## src/rtl/if_pkg.sv

```systemverilog
// if_pkg: shared types and helpers for the instruction-fetch front end
package if_pkg;

    localparam int XLEN = 32;
    localparam logic [XLEN-1:0] RESET_PC = 32'h0000_0000;

    typedef struct packed {
        logic [XLEN-1:0] pc;
        logic [31:0]     instr;
        logic            filled;
    } fetch_entry_t;

    function automatic logic [XLEN-1:0] next_pc(input logic [XLEN-1:0] pc);
        return pc + XLEN'(4);
    endfunction

endpackage

```

## src/rtl/fetch_queue.sv

```systemverilog
// fetch_queue: circular buffer of fetched {pc, instr} pairs with separate alloc/fill/free pointers
module fetch_queue
    import if_pkg::*;
#(
    parameter int DEPTH = 2,
    localparam int AW = $clog2(DEPTH),
    localparam int CW = $clog2(DEPTH + 1)
) (
    input  logic            clk,
    input  logic            rst,
    input  logic            flush,
    input  logic            alloc,
    input  logic [XLEN-1:0] alloc_pc,
    input  logic            fill,
    input  logic [31:0]     fill_instr,
    input  logic            free,
    output logic            head_valid,
    output fetch_entry_t    head,
    output logic [CW-1:0]   count,
    output logic [CW-1:0]   pending
);

    fetch_entry_t    q [DEPTH];
    logic [AW-1:0]   alloc_ptr;
    logic [AW-1:0]   fill_ptr;
    logic [AW-1:0]   free_ptr;
    logic            do_fill;
    logic            do_free;

    assign head       = q[free_ptr];
    assign head_valid = count != '0 && head.filled;
    assign do_fill    = fill && pending != '0;
    assign do_free    = free && head_valid;

    // Pointer and occupancy bookkeeping; alloc/fill/free never target the same slot in one cycle
    always_ff @(posedge clk) begin
        if (rst || flush) begin
            alloc_ptr <= '0;
            fill_ptr  <= '0;
            free_ptr  <= '0;
            count     <= '0;
            pending   <= '0;
            for (int i = 0; i < DEPTH; i++) q[i].filled <= 1'b0;
        end else begin
            if (alloc) begin
                q[alloc_ptr] <= '{pc: alloc_pc, instr: 32'h0, filled: 1'b0};
                alloc_ptr    <= alloc_ptr + 1'b1;
            end
            if (do_fill) begin
                q[fill_ptr].instr  <= fill_instr;
                q[fill_ptr].filled <= 1'b1;
                fill_ptr           <= fill_ptr + 1'b1;
            end
            if (do_free) free_ptr <= free_ptr + 1'b1;
            count   <= count + CW'(alloc) - CW'(do_free);
            pending <= pending + CW'(alloc) - CW'(do_fill);
        end
    end

endmodule

```

## src/rtl/if_fetch_unit.sv

```systemverilog
// if_fetch_unit: fetch PC, credit-limited imem requests and redirect squashing
module if_fetch_unit
    import if_pkg::*;
#(
    parameter int XLEN = if_pkg::XLEN,
    parameter logic [XLEN-1:0] RESET_PC = if_pkg::RESET_PC,
    parameter int DEPTH = 2
) (
    input  logic            clk,
    input  logic            rst,
    input  logic            redirect_valid,
    input  logic [XLEN-1:0] redirect_pc,
    output logic            imem_req_valid,
    input  logic            imem_req_ready,
    output logic [XLEN-1:0] imem_req_addr,
    input  logic            imem_rsp_valid,
    input  logic [31:0]     imem_rsp_data,
    output logic            dec_valid,
    input  logic            dec_ready,
    output logic [XLEN-1:0] dec_pc,
    output logic [31:0]     dec_instr
);

    localparam int CW = $clog2(DEPTH + 1);

    logic [XLEN-1:0] fetch_pc;
    logic [CW-1:0]   drop_cnt;
    logic [CW-1:0]   count;
    logic [CW-1:0]   pending;
    logic [CW:0]     in_flight;
    logic            req_fire;
    logic            rsp_fill;
    logic            unused_lo;
    fetch_entry_t    head;

    assign unused_lo      = ^redirect_pc[1:0];
    assign imem_req_valid = !rst && ({1'b0, count} + {1'b0, drop_cnt} < (CW+1)'(DEPTH));
    assign imem_req_addr  = fetch_pc;
    assign req_fire       = imem_req_valid && imem_req_ready;
    assign rsp_fill       = imem_rsp_valid && drop_cnt == '0 && !redirect_valid;
    assign in_flight      = {1'b0, pending} + {1'b0, drop_cnt};
    assign dec_pc         = head.pc;
    assign dec_instr      = head.instr;

    fetch_queue #(.DEPTH(DEPTH)) u_queue (
        .clk        (clk),
        .rst        (rst),
        .flush      (redirect_valid),
        .alloc      (req_fire && !redirect_valid),
        .alloc_pc   (fetch_pc),
        .fill       (rsp_fill),
        .fill_instr (imem_rsp_data),
        .free       (dec_ready),
        .head_valid (dec_valid),
        .head       (head),
        .count      (count),
        .pending    (pending)
    );

    // Fetch PC and stale-response counter; a redirect converts everything in flight into drops
    always_ff @(posedge clk) begin
        if (rst) begin
            fetch_pc <= RESET_PC;
            drop_cnt <= '0;
        end else if (redirect_valid) begin
            fetch_pc <= {redirect_pc[XLEN-1:2], 2'b00};
            drop_cnt <= CW'(in_flight + (CW+1)'(req_fire) - (CW+1)'(imem_rsp_valid && in_flight != '0));
        end else begin
            if (req_fire) fetch_pc <= next_pc(fetch_pc);
            if (imem_rsp_valid && drop_cnt != '0) drop_cnt <= drop_cnt - 1'b1;
        end
    end

    // A response must always have an accepted, unanswered request behind it
    assert property (@(posedge clk) disable iff (rst) imem_rsp_valid |-> (drop_cnt != '0 || pending != '0));

endmodule

```

## config.mk

```make
export PLATFORM = sky130hd
export DESIGN_NAME = if_fetch_unit
export DESIGN_NICKNAME = d
export VERILOG_FILES = /design/src/rtl/if_pkg.sv /design/src/rtl/fetch_queue.sv /design/src/rtl/if_fetch_unit.sv
export SDC_FILE = /design/constraint.sdc
export NUM_CORES = 1
export LEC_CHECK = 0
export BUFFER_PORTS_ARGS = -buffer_cell sky130_fd_sc_hd__buf_2
export CAP_MARGIN = 0
export CORE_ASPECT_RATIO = 0.7
export CORE_MARGIN = 2
export CORE_UTILIZATION = 49
export DETAILED_ROUTE_END_ITERATION = 6
export GPL_ROUTABILITY_DRIVEN = 1
export PLACE_DENSITY = 0.82
export SYNTH_ARGS = -nofsm -noshare
export SYNTH_HDL_FRONTEND = slang
export SYNTH_SLANG_ARGS = --single-unit
```

## constraint.sdc

```tcl
create_clock -name clk -period 3 [get_ports clk]
set_input_delay 0.3 -clock clk [delete_from_list [all_inputs] [get_ports clk]]
set_output_delay 0.3 -clock clk [all_outputs]
set_load 0.05 [all_outputs]
```

==> results.cfg <==
[finish]
multi_input_comb_area_mm2 = 0.00278
final-instance-count-excl-fill = 959
nNetsFinal = 829
fraction_of_layout_cells_with_a_size_suffix_above_1_pct = 36.8
layout-area-overhead-vs-synth_pct = 21.9
layout.area.seq_mm2 = 0.00457
fillCellCount = 1181

[placement]
preCtsSetupSlack_ns = 0.274
place.gp.congestion = 0.925
placed_cells_incl_taps = 926
post-dp-hpwl_mm = 12.1
placement.io_buffers = 161

[global_route]
wire_length_of_the_first_global_routing_pass_mm = 27.8
grt_max_degree = 41
antenna_found_initial = 1
residual_overflow_from_global_routing = 0
first_global_vias = 5279
globalRouteTotalUtil_pct = 21.9

[clock_network]
clock_tree.buffer_depth = 2
post_cts_buffers = 0
cts-htree-levels = 4
clkSlewWorstSetupHoldPaths_ns = 0.07
clk_latency_ns = 0.43
tritoncts = done
post_cts_repair_resize_count = 0
root_buffer = clkbuf_16
post_cts_hold_buffer_count = 0
cts.sink_count = 166
cts_made_buffers = 17

[yosys]
synth_seq_area_share_pct = 60.5
postSynthRegisterBits = 166
post_synthesis_cell_area_mm2 = 0.00754
synth_area_per_cell_um2 = 12.8
cell_types_occupying_the_most_area_after_synthesis = edfxtp_1 49%, dfxtp_1 11%, mux2_2 9.4%
async_reset_ff_share_pct = 0
yosysWarningCount = 0
syn_inst = 589
synth.lib_cells_used.distinct = 58
ys_dominant_reg_cell = edfxtp_1
synth_edf_count = 124
netlist.top_cell.by_area = edfxtp_1
synth_top_area_share_pct = 49.4

[sta]
period_share_pct = 92.1
final_critical_path_setup_slack_ns = 0.237
setup_repair_after_global_routing_missed_its_margin = no
finalSetupViolCount = 0
final_hold_viol_count = 0
tightest_slew_ns = 0.632
achievable-frequency_mhz = 362
max-slew-margin-rel_pct = 57.7
final_max_slew_viol_count = 0
setup-tns-final_ns = 0
post-route-min-period_ns = 2.76
clock-skew-final_ns = 0.0112

[floorplanning]
die_area_mm2 = 0.0164
core_area_mm2 = 0.0149
die_w_um = 152
initial_utilization_pct = 50.7
placement_rows = 37
die_height_um = 108
top_level_ports = 168

[pwr]
p_leak_nw = 3.42
powerDensity_mw_per_mm2 = 623
peakVddDrop_v = 0.000356
post-layout-total-power_mw = 5.73

[critical_path]
peak_fanout_along_the_critical_path = 10
cp_data_arrival_time_ns = 3.09
start_kind = flop
worst_path_dominant_cell_family = simple AND/OR/NAND/NOR gates
cpMaxStageDelayCell = or4_1
cp-startpoint = u_queue.count[0]
cells_along_the_critical_path = and2_1, fa_1, nor4b_4, buf_4, nand3_1, or4_1, a311oi_1
worst-endpoint-required_ns = 3.33
critical_path_buf_inv_count = 1
worst-setup-path-type = flop to flop
crit-reg2reg-launch = u_queue.count[0]
cpPeakStageDelay_ns = 0.56
crit_path_end_kind = flop

[drt]
totalWireLength_mm = 17.6
route.detailed.drc = 0
wire_per_inst_um = 18.4
detail_route.wirelength.met1_mm = 7.97
viasPerCell = 5.62
detail-route-antenna-nets = 0
highest-signal-layer = met4
dr.pass1.iters = 5
wl_met2_mm = 8.04
detailroute.wirelength.met3_mm = 1.20
total_via_count_in_the_routed_design = 5387
detail_route.iter0.violations = 377

[worst_hold_path]
holdCritPathClass = input pin to flop
min-delay-start = redirect_pc[30]

[run_status]
outcome = finished, final reports clean

[job]
maxCapViolCount = 0
-- synth_stat cells (3+ instances only) --
master and count:
ha_1 7, a21oi_1 8, o21ai_0 10, nor4_1 5
dfxtp_1 42, xnor2_1 11, o31a_1 5, inv_1 13
mux2_2 63, edfxtp_1 124, nand2_1 23, a211oi_1 10
and4_1 7, or3_1 8, nor3b_1 6, a22oi_1 3
a311oi_1 9, clkbuf_1 18, xor2_1 8, nand4_1 17
and2_1 71, o31ai_1 3, or4_1 6, nand3_1 17
buf_1 8, buf_4 4, nor3_1 10, nor2_1 32
-- path summary, 6_finish.rpt --
kind         cells past startpoint  slack, ns           endpoint
max                              7       0.24  imem_req_addr[20]
min reg2reg                      1       0.50    u_queue.q[1][0]
min                              2       0.08  imem_req_addr[30]
max reg2reg                      7       0.24  imem_req_addr[20]
-- worst reg2reg max path, stage by stage, from the launching register on --
cell and delay, ns:
dfxtp_1 0.32, and2_1 0.17, fa_1 0.51, nor4b_4 0.34, buf_4 0.25, nand3_1 0.25, or4_1 0.56, a311oi_1 0.27
-- final cells by class --
cell class                 instances  area share [%]
sequential                       166            49.7
multi-input combinational        377            30.3
timing repair buffer             174            9.96
clock buffer                      19            4.82
tap                              195            2.65
clock inverter                    13            1.96
inverter                          14           0.613
antenna                            1          0.0272
-- cell usage in the layout, fill, tap and decap left out, drive strengths merged, types with 11 or more instances in the layout --
cell,netlist,layout
clkbuf,19,19
and2,71,71
mux2,63,63
nand4,17,17
nor2,32,32
nand3,18,18
nand2,23,23
dfxtp,42,42
edfxtp,124,124
inv,14,21
xnor2,11,11
buf,16,174
-- flip-flops by register name, summed over array words and instances, names as in the netlist, named ones only --
| register | count |
|---|---|
| u_queue.alloc_ptr | 1 |
| u_queue.free_ptr | 1 |
| u_queue.fill_ptr | 1 |
| u_queue.count | 2 |
| u_queue.pending | 2 |
| u_queue.q | 126 |
| drop_cnt | 2 |
| imem_req_addr | 30 |
-- per-stage QoR --
| step | cell area [um2] | util, % | hold WS [ns] |
|---|---|---|---|
| after floorplan | 7560 | - | 0.409 |
| after global placement | 8570 | 57.6 | 0.464 |
| after detailed placement | 8570 | 57.6 | 0.474 |
| after CTS | 9190 | 61.8 | 0.0650 |
| after global routing | 9190 | 61.9 | 0.0600 |
| final | 9190 | 61.9 | 0.0763 |
-- kinds of logic (layout without fill, tap and decap cells) --
| logic type | count (synthesis) | count (layout) | synth area share [%] |
|---|---|---|---|
| other cells | 1 | 5 | 0.0497 |
| buf+inv | 49 | 220 | 2.89 |
| flops | 166 | 166 | 60.5 |
| xor+xnor | 19 | 19 | 2.21 |
| fa+ha+maj | 9 | 9 | 1.69 |
| compound gates | 63 | 63 | 6.03 |
| simple gates | 219 | 219 | 17.2 |
| mux | 63 | 63 | 9.41 |
-- power by group --
group | total, mW | switching [mW] | internal, mW
clock | 2.30 | 0.943 | 1.36
combinational | 0.774 | 0.541 | 0.233
sequential | 2.65 | 0.0890 | 2.56
-- routing by layer --
metal	global-route usage, %	up-vias
li1	-	2519
met1	29.9	2599
met2	33.5	232
met3	5.43	37
met4	9.61	0
met5	0	-
(Power assumes the default switching activity.)
